$ cat src/rtl/rx_deserializer.sv
// rx_deserializer: frames start bit, SBS code and payload chunks of serial-memory responses
// Ports:
//   clk, reset          clock, synchronous active-high reset
//   rx_pins             serial input, idle when rx_pins[0] is high
//   read_issued         pulse when a read command has been sent
//   rx_started          start bit accepted this cycle
//   rx_active           response in progress
//   rx_sbs/_valid       SBS code (live in SBS cycle, latched otherwise) and its strobe
//   rx_counter          payload chunk index
//   rx_data_valid/done  prefetch payload chunk strobe / last chunk
//   rd_data_valid/done  load-data payload chunk strobe / last chunk
//   outstanding         issued-but-unanswered read count
//   rx_error            spurious start bit or request overflow
module rx_deserializer #(
  parameter int IO_BITS = 2,
  parameter int PAYLOAD_CYCLES = 8,
  parameter int MAX_OUTSTANDING = 3,
  localparam int CW = $clog2(PAYLOAD_CYCLES) + 1,
  localparam int OW = $clog2(MAX_OUTSTANDING + 1)
) (
  input  logic               clk,
  input  logic               reset,
  input  logic [IO_BITS-1:0] rx_pins,
  input  logic               read_issued,
  output logic               rx_started,
  output logic               rx_active,
  output logic [IO_BITS-1:0] rx_sbs,
  output logic               rx_sbs_valid,
  output logic [CW-1:0]      rx_counter,
  output logic               rx_data_valid,
  output logic               rx_done,
  output logic               rd_data_valid,
  output logic               rd_done,
  output logic [OW-1:0]      outstanding,
  output logic               rx_error
);
  typedef enum logic [1:0] {IDLE, SBS, DATA} state_t;
  state_t state_q, state_d;
  logic [CW-1:0] cnt_q, cnt_d;
  logic [IO_BITS-1:0] sbs_q, sbs_d;
  logic [OW-1:0] out_q, out_d;
  logic start_bit, last, dec, ovf;
  always_comb begin
    start_bit = state_q == IDLE && !rx_pins[0];
    last = state_q == DATA && cnt_q == CW'(PAYLOAD_CYCLES - 1);
    // reserved SBS codes finish a response without retiring a request
    dec = last && sbs_q <= IO_BITS'(1) && out_q != '0;
    ovf = read_issued && !dec && out_q == OW'(MAX_OUTSTANDING);
    rx_started = start_bit && out_q != '0;
    rx_error = (start_bit && out_q == '0) || ovf;
    rx_active = state_q != IDLE;
    rx_sbs_valid = state_q == SBS;
    rx_sbs = rx_sbs_valid ? rx_pins : sbs_q;
    rx_counter = cnt_q;
    rx_data_valid = state_q == DATA && sbs_q == IO_BITS'(0);
    rd_data_valid = state_q == DATA && sbs_q == IO_BITS'(1);
    rx_done = rx_data_valid && last;
    rd_done = rd_data_valid && last;
    outstanding = out_q;
    state_d = state_q == IDLE ? (rx_started ? SBS : IDLE) : state_q == SBS ? DATA : (last ? IDLE : DATA);
    cnt_d = state_q == DATA && !last ? cnt_q + CW'(1) : '0;
    sbs_d = rx_sbs_valid ? rx_pins : sbs_q;
    out_d = read_issued && !dec && !ovf ? out_q + OW'(1) : dec && !read_issued ? out_q - OW'(1) : out_q;
  end
  always_ff @(posedge clk) begin
    if (reset) begin
      state_q <= IDLE;
      cnt_q <= '0;
      sbs_q <= '0;
      out_q <= '0;
    end else begin
      state_q <= state_d;
      cnt_q <= cnt_d;
      sbs_q <= sbs_d;
      out_q <= out_d;
    end
  end
endmodule
$ cat config.mk
export PLATFORM = sky130hd
export DESIGN_NAME = rx_deserializer
export DESIGN_NICKNAME = d
export VERILOG_FILES = /design/src/rtl/rx_deserializer.sv
export SDC_FILE = /design/constraint.sdc
export NUM_CORES = 1
export LEC_CHECK = 0
export ABC_CLOCK_PERIOD_IN_PS = 1600
export CAP_MARGIN = 15
export CELL_PAD_IN_SITES_DETAIL_PLACEMENT = 0
export CELL_PAD_IN_SITES_GLOBAL_PLACEMENT = 1
export CORE_UTILIZATION = 25
export CTS_CLUSTER_SIZE = 28
export DETAILED_ROUTE_END_ITERATION = 10
export PLACE_DENSITY = 0.76
export RECOVER_POWER = 100
export SLEW_MARGIN = 5
export SYNTH_ARGS = -nofsm -noshare
export SYNTH_HDL_FRONTEND = slang
export SYNTH_SLANG_ARGS = --single-unit
export TNS_END_PERCENT = 100
$ cat constraint.sdc
create_clock -name clk -period 1.6 [get_ports clk]
set_clock_uncertainty 0.15 [all_clocks]
set_input_delay 0.32 -clock clk [delete_from_list [all_inputs] [get_ports clk]]
set_output_delay 0.32 -clock clk [all_outputs]
set_load 0.1 [all_outputs]
==> Word level (Yosys, flattened, before mapping) <==
Cells that the tools add are included.
{ "word_totals": {"regBits": 10, "in_bits": 5, "output_inout_bits": 16, "elab_cells": 49} }
{ "op_classes": {"addsub": 3, "n_lt_le_gt_ge": 1, "n_eq_ne": 5, "muxes": 7, "bitwise": 1, "n_reduce_logical": 28} }
{ "ops": {"columns": ["operator", "count"], "rows": [
  ["$logic_and 1x1->1", 15],
  ["$mux 2", 6],
  ["$logic_not 2->1", 3],
  ["$reduce_bool 2->1", 3],
  ["$logic_not 1->1", 5],
  ["$add 4x1->4 const B", 1],
  ["$eq 2x1->1 const B", 2],
  ["$eq 2x2->1 const B", 2],
  ["$eq 4x3->1 const B", 1],
  ["$add 2x1->2 const B", 1],
  ["$le 2x1->1 const B", 1],
  ["$reduce_or 2->1", 1],
  ["$sub 2x1->2 const B", 1],
  ["$logic_or 1x1->1", 1],
  ["$mux 1", 1],
  ["$not 1->1", 1]
]} }

==> Logic depth before layout (Yosys ltp) <==
{ "depth": {"word_depth": 10, "ltp_mapped": 6, "depth_no_buf": 5} }

==> Worst setup path before layout <==
OpenSTA, ideal clock, no wires.
{ "synth_path": {"path_kind": "register -> register", "from": "reg state_q[0]", "to": "reg sbs_q[0]", "setup_ns": 0.127, "t_arrival_ns": 3.951, "required_time_ns": 1.323, "path_slack_ns": -2.628, "path_stages_with_launch": 4, "n_path_buf": 0, "period_less_slack_ns": 4.228, "cell_sequence": "dfxtp_1 nor2b_1 o21ai_0 nor2b_1"} }
{ "synth_via": {"elab_chain_cells": 2} }
{ "synth_rtl": {"columns": ["element", "line_no", "rtl"], "rows": [
  ["from (decl)", "38", "state_t state_q, state_d;"],
  ["from (signal assigned)", "72", "state_q <= state_d;"],
  ["$eq 2x1->1", "52", "rx_sbs_valid = state_q == SBS;"],
  ["named net rx_sbs_valid", "28", "output logic rx_sbs_valid,"],
  ["$mux 2", null, null],
  ["named net rx_sbs[0]", "27", "output logic [IO_BITS-1:0] rx_sbs,"],
  ["to (signal assigned)", "74", "sbs_q <= sbs_d;"],
  ["to (decl)", "40", "logic [IO_BITS-1:0] sbs_q, sbs_d;"]
]} }
The timed path passes the listed nets, and every way through them passes these cells.
A chain may end at the register's enable or synchronous reset.

==> Worst setup path after layout <==
{ "layout_path": {"from": "reg cnt_q[0], in the netlist rx_counter[0]", "to": "out rd_done"} }
{ "layout_via": {"elab_chain_cells": 3} }
{ "layout_rtl": {"columns": ["element", "line_no", "rtl"], "rows": [
  ["from (decl)", "39", "logic [CW-1:0] cnt_q, cnt_d;"],
  ["from (signal assigned)", "73", "cnt_q <= cnt_d;"],
  ["$eq 4x3->1", "45", "last = state_q == DATA && cnt_q == CW'(PAYLOAD_CYCLES - 1);"],
  ["$logic_and 1x1->1", "45", null],
  ["$logic_and 1x1->1", "58", "rd_done = rd_data_valid && last;"],
  ["to (decl)", "33", "output logic rd_done,"]
]} }
Every way passes these cells.

==> out/metrics.cfg <==
[critical_path]
slowest_delay_ns=0.38
cp_max_fo=3
path_depth=5
cp-start-kind=register
reg2regPathDepth=7
cp-end-kind=primary output
path_class=register to primary output
cp_num_buf_inv=1
worstPathArrival_ns=1.52
critical_path.cell_chain=ha_4 > nand3b_4 > or3_4 > nor2_4 > buf_12
path_delay_family=simple AND/OR/NAND/NOR gates
cpMaxStageDelayCell=or3_4
crit_required_ns=1.13

[synthesis]
synth_top_family_by_area=simple AND/OR/NAND/NOR gates
synth-seq-area-share_pct=40.5
synth_xor_area_share_pct=3.54
syn_area_sq_um=494
async_reset_ff_share_pct=0
synthesis.nets=61
synth-compound-area-share_pct=14.2
synth_edf_count=0
synth_area_leaders=dfxtp_1 (41%), nor2_1 (6.8%), nand3b_4 (4.1%)
synthCells=55
synth_top_area_share_pct=40.5
ys_types=26
synth-simple-area-share_pct=33.2
synthAdderAreaFrac_pct=2.53
synth_ff_type=dfxtp_1
yosysMostFrequentCell=dfxtp_1
yosysWarnings=0
syn_area_per_cell_sq_um=8.99
ys_ff_latch=10
synth_top_area_cell=dfxtp_1
synthMuxAreaShare_pct=4.30
synthTopCellsByCount=dfxtp_1 (10), nor2_1 (9), nor3_1 (4)

[placed_design]
routabilityCongestion=0.721
hpwl_um=1170
pre_cts_slack_ns=-0.483
portBuffers=20

[cts]
cts_made_buffers=3
cts-root-buf=clkbuf_4
cts_tree=done
cts.sinks=10
htree_levels=1
clk_pin_slew_ns=0.07
clockBufferDepth=2
clkLatencyLatePin_ns=0.26

[global_route]
met1_usage_pct=20.8
grt_pass1_vias=582
overflow=0
grt_util_met3_pct=3.53
antenna_found_initial=0
grt-busiest-layer=met2
grt_usage_pct=18.2
grt_start_max_net_pins=10
met2_usage_pct=30.8
grt_pass1_wl_um=2610

[detailed_routing]
drc=0
post_drt_wl_per_cell_um=13.4
dr.pass1.iters=4
drt_iter0_drc=5
ant_nets=0
drt-total-wl_um=1740
vias=595
via_per_inst=4.58

[min_path]
min_path_type=register to register
whs_path_depth=2

[sta]
worst_pin_slew_ns=0.307
drv_slew=0
setup_violations=12
clock.fmax_mhz=503
finalCritPeriodShare_pct=124
fin_ws_ns=-0.387
hold_violations=0
relSlewSlack_pct=79.5
rsz0062_at_grt=true
min_period_ns=1.99

[power_and_ir_drop]
p_leak_nw=0.537
fin_total_pwr_w=0.000765
ir_worst_vdd_uv=426
power_density_nw_per_um2=612

[finish]
area_delta_synth_final_pct=153
nNetsFinal=112
final_layout_size_suffix_gt1_share_pct=72.4
n_antenna_cell=0

[die]
core_sq_um=1780
die_h_um=46.5
die_area_sq_um=2160
die_w_um=46.5
rows=15
initial_core_util_pct=27.7
ios=21

[job]
drv_cap=0

[outcome]
status=finished with violations
violations=negative setup slack

flip-flops by register name (all words and copies together) (netlist names):
| name | count |
|---|---|
| outstanding | 2 |
| rx_counter | 4 |
| sbs_q | 2 |
| state_q | 2 |
tightest hold or removal path, cell delays in order, from the launching register on:
cell and delay, ns:
dfxtp_2 0.40, o21ai_4 0.09, a21oi_2 0.05
metrics by stage:
stage	hold WS (ns)	utilization, %	setup TNS [ns]	area, sq um	std cells
2_1_floorplan	0.229	-	-3.81	623	55
3_3_place_gp	0.380	63.9	-1.71	1140	117
3_5_place_dp	0.387	63.9	-1.87	1140	117
4_1_cts	0.397	70.8	-2.67	1260	127
5_1_grt	0.457	70.0	-3.70	1250	130
6_report	0.427	70.0	-3.13	1250	130
layout by cell type, fill, tap and decap left out, types with 2 or more instances in the layout:
master / instances
buf_4: 20
buf_12: 12
buf_6: 8
nor2_1: 6
clkbuf_4: 4
dfxtp_2: 4
dfxtp_4: 4
nor2_4: 3
o21ai_4: 2
or3_4: 2
nor3_4: 2
a21oi_1: 2
nor2b_1: 2
nor3_1: 2
clkbuf_1: 2
clkdlybuf4s50_1: 2
dfxtp_1: 2
logic make-up (layout without fill, tap and decap cells):
group / Yosys count / count (layout)
AND/OR/NAND/NOR: 28 / 28
AO/OA/AOI/OAI: 10 / 10
flip-flops: 10 / 10
XOR/XNOR: 2 / 2
multiplexers: 2 / 2
buffers and inverters: 2 / 52
adder cells (fa/ha/maj): 1 / 1
per-layer routing:
layer,wire length [um],vias to the layer above
met2,973,17
met1,690,280
met4,34,0
li1,-,296
met3,44,2
met5,0,-
area by class of cell:
| type | instances | area, sq um |
|---|---|---|
| sequential | 10 | 220 |
| clock buffer | 4 | 26.3 |
| timing repair buffer | 47 | 546 |
| tap | 25 | 31.3 |
| inverter | 1 | 3.75 |
| multi-input combinational | 43 | 422 |
| fill | 126 | 534 |
worst paths after layout:
kind | start | slack, ns | endpoint
setup reg to reg | rx_counter[0] | -0.27 | outstanding[0]
hold / removal | outstanding[1] | 0.43 | outstanding[1]
setup / recovery | rx_counter[0] | -0.39 | rd_done
hold reg to reg | outstanding[1] | 0.43 | outstanding[1]
repair_timing:
action                                  4_1_cts  5_1_grt
hold buffers                                  0        0
endpoints found under the setup margin       12       12
setup buffers                                 6        3
gates cloned                                  0        0
endpoints found under the hold margin         0        0
gates resized for setup                      15        5
pin swaps                                    13        4
power by group:
group / leakage (nW) / internal [W] / switching [W]
sequential: 0.0860 / 0.000252 / 0.0000192
combinational: 0.436 / 0.000128 / 0.000179
clock: 0.0150 / 0.0000962 / 0.0000905
total: 0.537 / 0.000476 / 0.000289
Power figures use the tool's default switching activity.
